[src/rtl/irq_pkg.sv]
// Shared types and default vector constants for the interrupt priority controller.
package irq_pkg;

  typedef enum logic [1:0] {
    IDLE    = 2'd0,
    ENTER   = 2'd1,
    SERVICE = 2'd2,
    RETURN  = 2'd3
  } irq_state_t;

  localparam logic [31:0] IRQ_VECTOR_BASE   = 32'h0000_1000;
  localparam logic [31:0] IRQ_VECTOR_STRIDE = 32'h0000_0010;

endpackage

[src/rtl/irq_priority_encoder.sv]
// Combinational priority encoder: lowest set index wins.
module irq_priority_encoder #(
  parameter int N = 4
) (
  input  logic [N-1:0]         req,
  output logic                 valid,
  output logic [$clog2(N)-1:0] id
);

  localparam int W = $clog2(N);

  always_comb begin
    valid = |req;
    id    = '0;
    // Scan high to low so the lowest set index is written last.
    for (int i = N - 1; i >= 0; i--) begin
      if (req[i]) id = W'(i);
    end
  end

endmodule

[src/rtl/irq_priority_controller.sv]
// Interrupt controller that sequences PC redirect and pipeline flush on entry and return.
//   state   | meaning
//   IDLE    | waiting for an eligible pending line
//   ENTER   | redirect to the line's vector, flush, wait for ack
//   SERVICE | handler running, waiting for irq_return
//   RETURN  | redirect to the saved EPC, flush, wait for ack
module irq_priority_controller
  import irq_pkg::*;
#(
  parameter int          NUM_IRQ       = 4,
  parameter logic [31:0] VECTOR_BASE   = IRQ_VECTOR_BASE,
  parameter logic [31:0] VECTOR_STRIDE = IRQ_VECTOR_STRIDE
) (
  input  logic                       clk,
  input  logic                       reset,
  input  logic [NUM_IRQ-1:0]         irq_in,
  input  logic                       mask_we,
  input  logic [NUM_IRQ-1:0]         mask_wdata,
  input  logic [31:0]                epc_in,
  input  logic                       irq_return,
  output logic                       redirect_req,
  output logic [31:0]                redirect_pc,
  input  logic                       redirect_ack,
  output logic                       flush,
  output logic                       busy,
  output logic [$clog2(NUM_IRQ)-1:0] active_id,
  output logic [NUM_IRQ-1:0]         pending,
  output logic [NUM_IRQ-1:0]         mask
);

  irq_state_t           state, state_nxt;
  logic [NUM_IRQ-1:0]   irq_q;
  logic [NUM_IRQ-1:0]   irq_edge;
  logic [NUM_IRQ-1:0]   pend_clr;
  logic [31:0]          saved_epc;
  logic                 enc_valid;
  logic [$clog2(NUM_IRQ)-1:0] enc_id;

  assign irq_edge = irq_in & ~irq_q;

  irq_priority_encoder #(.N(NUM_IRQ)) u_enc (
    .req   (pending & mask),
    .valid (enc_valid),
    .id    (enc_id)
  );

  always_ff @(posedge clk) begin
    if (reset) begin
      state     <= IDLE;
      irq_q     <= '0;
      pending   <= '0;
      mask      <= '1;
      active_id <= '0;
      saved_epc <= '0;
    end else begin
      state   <= state_nxt;
      irq_q   <= irq_in;
      // A new edge on the line being acknowledged survives the clear.
      pending <= (pending & ~pend_clr) | irq_edge;
      if (mask_we) mask <= mask_wdata;
      if (state == IDLE && enc_valid) active_id <= enc_id;
      if (state == ENTER && redirect_ack) saved_epc <= epc_in;
    end
  end

  always_comb begin
    state_nxt    = state;
    pend_clr     = '0;
    redirect_req = 1'b0;
    flush        = 1'b0;
    redirect_pc  = '0;
    busy         = (state != IDLE);
    case (state)
      IDLE: begin
        if (enc_valid) state_nxt = ENTER;
      end
      ENTER: begin
        redirect_req = 1'b1;
        flush        = 1'b1;
        redirect_pc  = VECTOR_BASE + 32'(active_id) * VECTOR_STRIDE;
        if (redirect_ack) begin
          pend_clr[active_id] = 1'b1;
          state_nxt           = SERVICE;
        end
      end
      SERVICE: begin
        if (irq_return) state_nxt = RETURN;
      end
      RETURN: begin
        redirect_req = 1'b1;
        flush        = 1'b1;
        redirect_pc  = saved_epc;
        if (redirect_ack) state_nxt = IDLE;
      end
      default: state_nxt = IDLE;
    endcase
  end

endmodule
[config.mk]
export PLATFORM = sky130hd
export DESIGN_NAME = irq_priority_controller
export DESIGN_NICKNAME = d
export VERILOG_FILES = /design/src/rtl/irq_pkg.sv /design/src/rtl/irq_priority_encoder.sv /design/src/rtl/irq_priority_controller.sv
export SDC_FILE = /design/constraint.sdc
export NUM_CORES = 1
export LEC_CHECK = 0
export CORE_MARGIN = 3
export CORE_UTILIZATION = 41
export DETAILED_ROUTE_END_ITERATION = 10
export PLACE_DENSITY = 0.79
export SLEW_MARGIN = 15
export SYNTH_ARGS = -nofsm -noshare
export SYNTH_HDL_FRONTEND = slang
export SYNTH_SLANG_ARGS = --single-unit
[constraint.sdc]
create_clock -name clk -period 1.95 [get_ports clk]
set_input_delay 0.39 -clock clk [delete_from_list [all_inputs] [get_ports clk]]
set_output_delay 0.39 -clock clk [all_outputs]
set_load 0.005 [all_outputs]
==> results.md <==
- Status: finished clean
- Worst-path cell chain: buf_4 -> ha_4 -> or2_2 -> dlygate4sd2_1
- First-pass GRT wire length: 7910 um
- Routed Antenna Nets: 0
- Drt pass-1 iters: 4
- Hold Vio Cnt, Final: 0
- Post-route setup TNS: 0 ns
- H-tree depth: 2
- Die Span X: 75.8 um
- Crit end category: primary output
- Pwr Density: 883 nW/um^2
- # port buffers: 89
- Post-placement cell count: 394
- FF-to-FF setup slack: 0.33 ns
- Initial antenna violation count: 0
- WS Path Type: reg -> out
- Worst Hold End: saved_epc[30]$_SDFFE_PP0P_
- Gr ovfl total: 0
- CTS tree: yes
- M1 GR Usage: 23.1%
- CP Data Required Time: 1.56 ns
- Boundary pin count: 90
- Detailed router's first-iteration violation count: 96
- CTS Sinks: 48
- Final worst slack: 0.0522 ns
- Synthesized instance count: 247
- Vias: 1924
- Multi-input logic area: 982 sq um
- Seq pwr share: 44.5%
- Reg area: 966 sq um
- Largest net degree at the start of global routing: 42
- Wire per inst: 12.9 um
- Clk pwr share: 22.1%
- Post-synthesis net count: 296
- Max Cap Viol: 0
- Met2 usage: 29.1%
- Seq/Total Area, Yosys: 48.1%
- Core Footprint: 4530 sq um
- Worst rel slew slack: 47.9%
- Layout cell share with drive strength beyond 1: 7.37%
- Largest area contributor in the netlist: dfxtp_1
- Critical path arrival: 1.51 ns
- Core Rows: 24
- Fin util: 68.4%
- Cell variety after synth: 25
- Net Sw Frac: 30.9%
- Worst Hold Class: reg -> reg
- Number of synthesized register bits: 48
- Internal: 0.00189 W
- Crit start category: register
- Switch Pwr: 0.000847 W
- Hold Crit Depth: 2
- Synth top area share: 48.1%
- R2R cell count: 7
- DP Worst Slack: -0.0409 ns
- Clk_skew: 0.00304 ns
- Critical Path Max Stage Delay: 0.34 ns
- Lkg Pwr: 1.33 nW
- Crit path max-delay family: buffers and inverters
- CTS Buffer Depth: 2
- Total GRT Usage: 18.0%
- Routed WL: 5210 um
- Vias in the first global route: 1706
- DRC violations left: 0
- Nets: 387
- CP max FO: 7
- Final instance count without filler cells: 404
- Maximum vdd ir drop: 0.459 mV
- Most used routing layer: met2
- Final setup viols: 0
- Final RePlAce weighted congestion: 0.726
- Cts bufs inserted: 5
- Post-DP HPWL: 3730 um
- CP Buf/Inv Count: 2
- Skew-Pair Late Insertion Delay: 0.30 ns
- Reg2reg end: state[1]$_SDFFE_PP0P_
- Hold path start: saved_epc[30]$_SDFFE_PP0P_
- Max Slew Vio Count: 0
- Most common cell after layout, fill and taps aside: nand2_1
- # diodes: 0
- Filler cells: 378
- Final period util: 97.3%
- Die Ht: 75.8 um
- Max stage delay cell, worst path: dfxtp_2
- Mapped Area: 2000 sq um
- Measured slew at the worst slew-check pin: 0.781 ns
- Largest cells by area after synthesis: dfxtp_1, nand2_1, a21oi_1
- Minimum clock period: 1.90 ns
- RSZ-0062 raised after global routing: no
- Synth-to-layout area growth: 55.1%
- Most frequent cells in the layout: nand2_1, clkdlybuf4s50_1, dfxtp_1, a21oi_1, dlygate4sd2_1
- RR Startpoint: state[0]$_SDFFE_PP0P_
- Hold slack: 0.452 ns
- Mean post-synth cell area: 8.09 sq um
- Worst-path clk slew: 0.08 ns
- Via/cell ratio: 4.76
- Starting Density: 44.1%
- Die footprint: 5750 sq um
- Root Driver: clkbuf_8
- Fmax: 0.527 GHz
- Gate power share: 33.4%
- Met3 Use GR: 4.75%
- Ys Warns: 0
==> per-stage QoR <==
stage,area (sq um),power [W]
global placement,2990,0.00210
CTS,3100,0.00276
detailed placement,2990,0.00213
global route,3100,0.00291
finish,3100,0.00274
floorplan,2000,0.00169
==> cells by family (layout without fill, tap and decap cells) <==
| family | Yosys count | after routing | synth area share [%] |
|---|---|---|---|
| adder cells (fa/ha/maj) | 4 | 4 | 2.50 |
| buffers and inverters | 20 | 112 | 4.19 |
| multiplexers | 1 | 1 | 0.501 |
| AND/OR/NAND/NOR | 117 | 117 | 27.5 |
| AO/OA/AOI/OAI | 57 | 57 | 17.2 |
| flip-flops | 48 | 48 | 48.1 |
==> cell usage after synthesis (all sizes together) <==
master  instances
nand2          68
dfxtp          48
a21oi          38
and2           30
clkbuf         11
nor2b           9
a211o           5
buf             5
a22o            4
ha              4
inv             4
nand2b          4
nor2            4
a211oi          2
o21ai           2
o31ai           2
a21o            1
a32oi           1
mux2i           1
nand3           1
o21bai          1
o311a           1
or2             1
==> worst register-to-register path, cell delays in order, from the launching register on <==
cell and delay, ns:
dfxtp_2 0.34, buf_4 0.15, inv_1 0.08, ha_2 0.21
inv_1 0.06, o311a_1 0.39, mux2i_1 0.20, nor2_1 0.06
==> how the worst max path moves through the flow <==
stage	slack (ns)	end	depth (start not counted)	start
global route	0.002	redirect_pc[13]	5	state[1]$_SDFFE_PP0P_
global placement	0.05	redirect_pc[21]	4	state[1]$_SDFFE_PP0P_
CTS	0.04	flush	4	state[0]$_SDFFE_PP0P_
floorplan	0.49	redirect_req	4	state[1]$_SDFFE_PP0P_
finish	0.05	redirect_req	4	state[0]$_SDFFE_PP0P_
detailed placement	-0.04	redirect_pc[21]	4	state[1]$_SDFFE_PP0P_
==> layer usage <==
layer | vias to the layer above | part of all wire (%)
li1 | 993 | -
met1 | 868 | 45
met5 | - | 0
met2 | 57 | 47
met3 | 6 | 5.7
met4 | 0 | 1.5
==> flip-flops by register name, summed over array words and instances (netlist names) <==
name,flops
saved_epc,32
irq_q,4
mask,4
pending,4
active_id,2
state,2
==> power groups by stage <==
stage / clock [W] / sequential [W] / combinational (W)
2_1_floorplan: 0 / 0.00120 / 0.000486
3_3_place_gp: 0 / 0.00122 / 0.000879
3_5_place_dp: 0 / 0.00122 / 0.000905
4_1_cts: 0.000624 / 0.00122 / 0.000918
5_1_grt: 0.000656 / 0.00124 / 0.00102
6_report: 0.000605 / 0.00122 / 0.000914
==> layout make-up <==
type                       count  area share (%)
clock buffer                   8            2.91
multi-input combinational    179            31.7
inverter                       4           0.484
timing repair buffer         100            31.2
tap                           65            2.62
sequential                    48            31.2
==> timing repair <==
item                                    4_1_cts  5_1_grt
hold buffers                                  0        0
buffers inserted                              1        0
cloned                                        1        0
endpoints found under the setup margin       35        1
resized for setup                            47        1
Power figures use the tool's default switching activity.
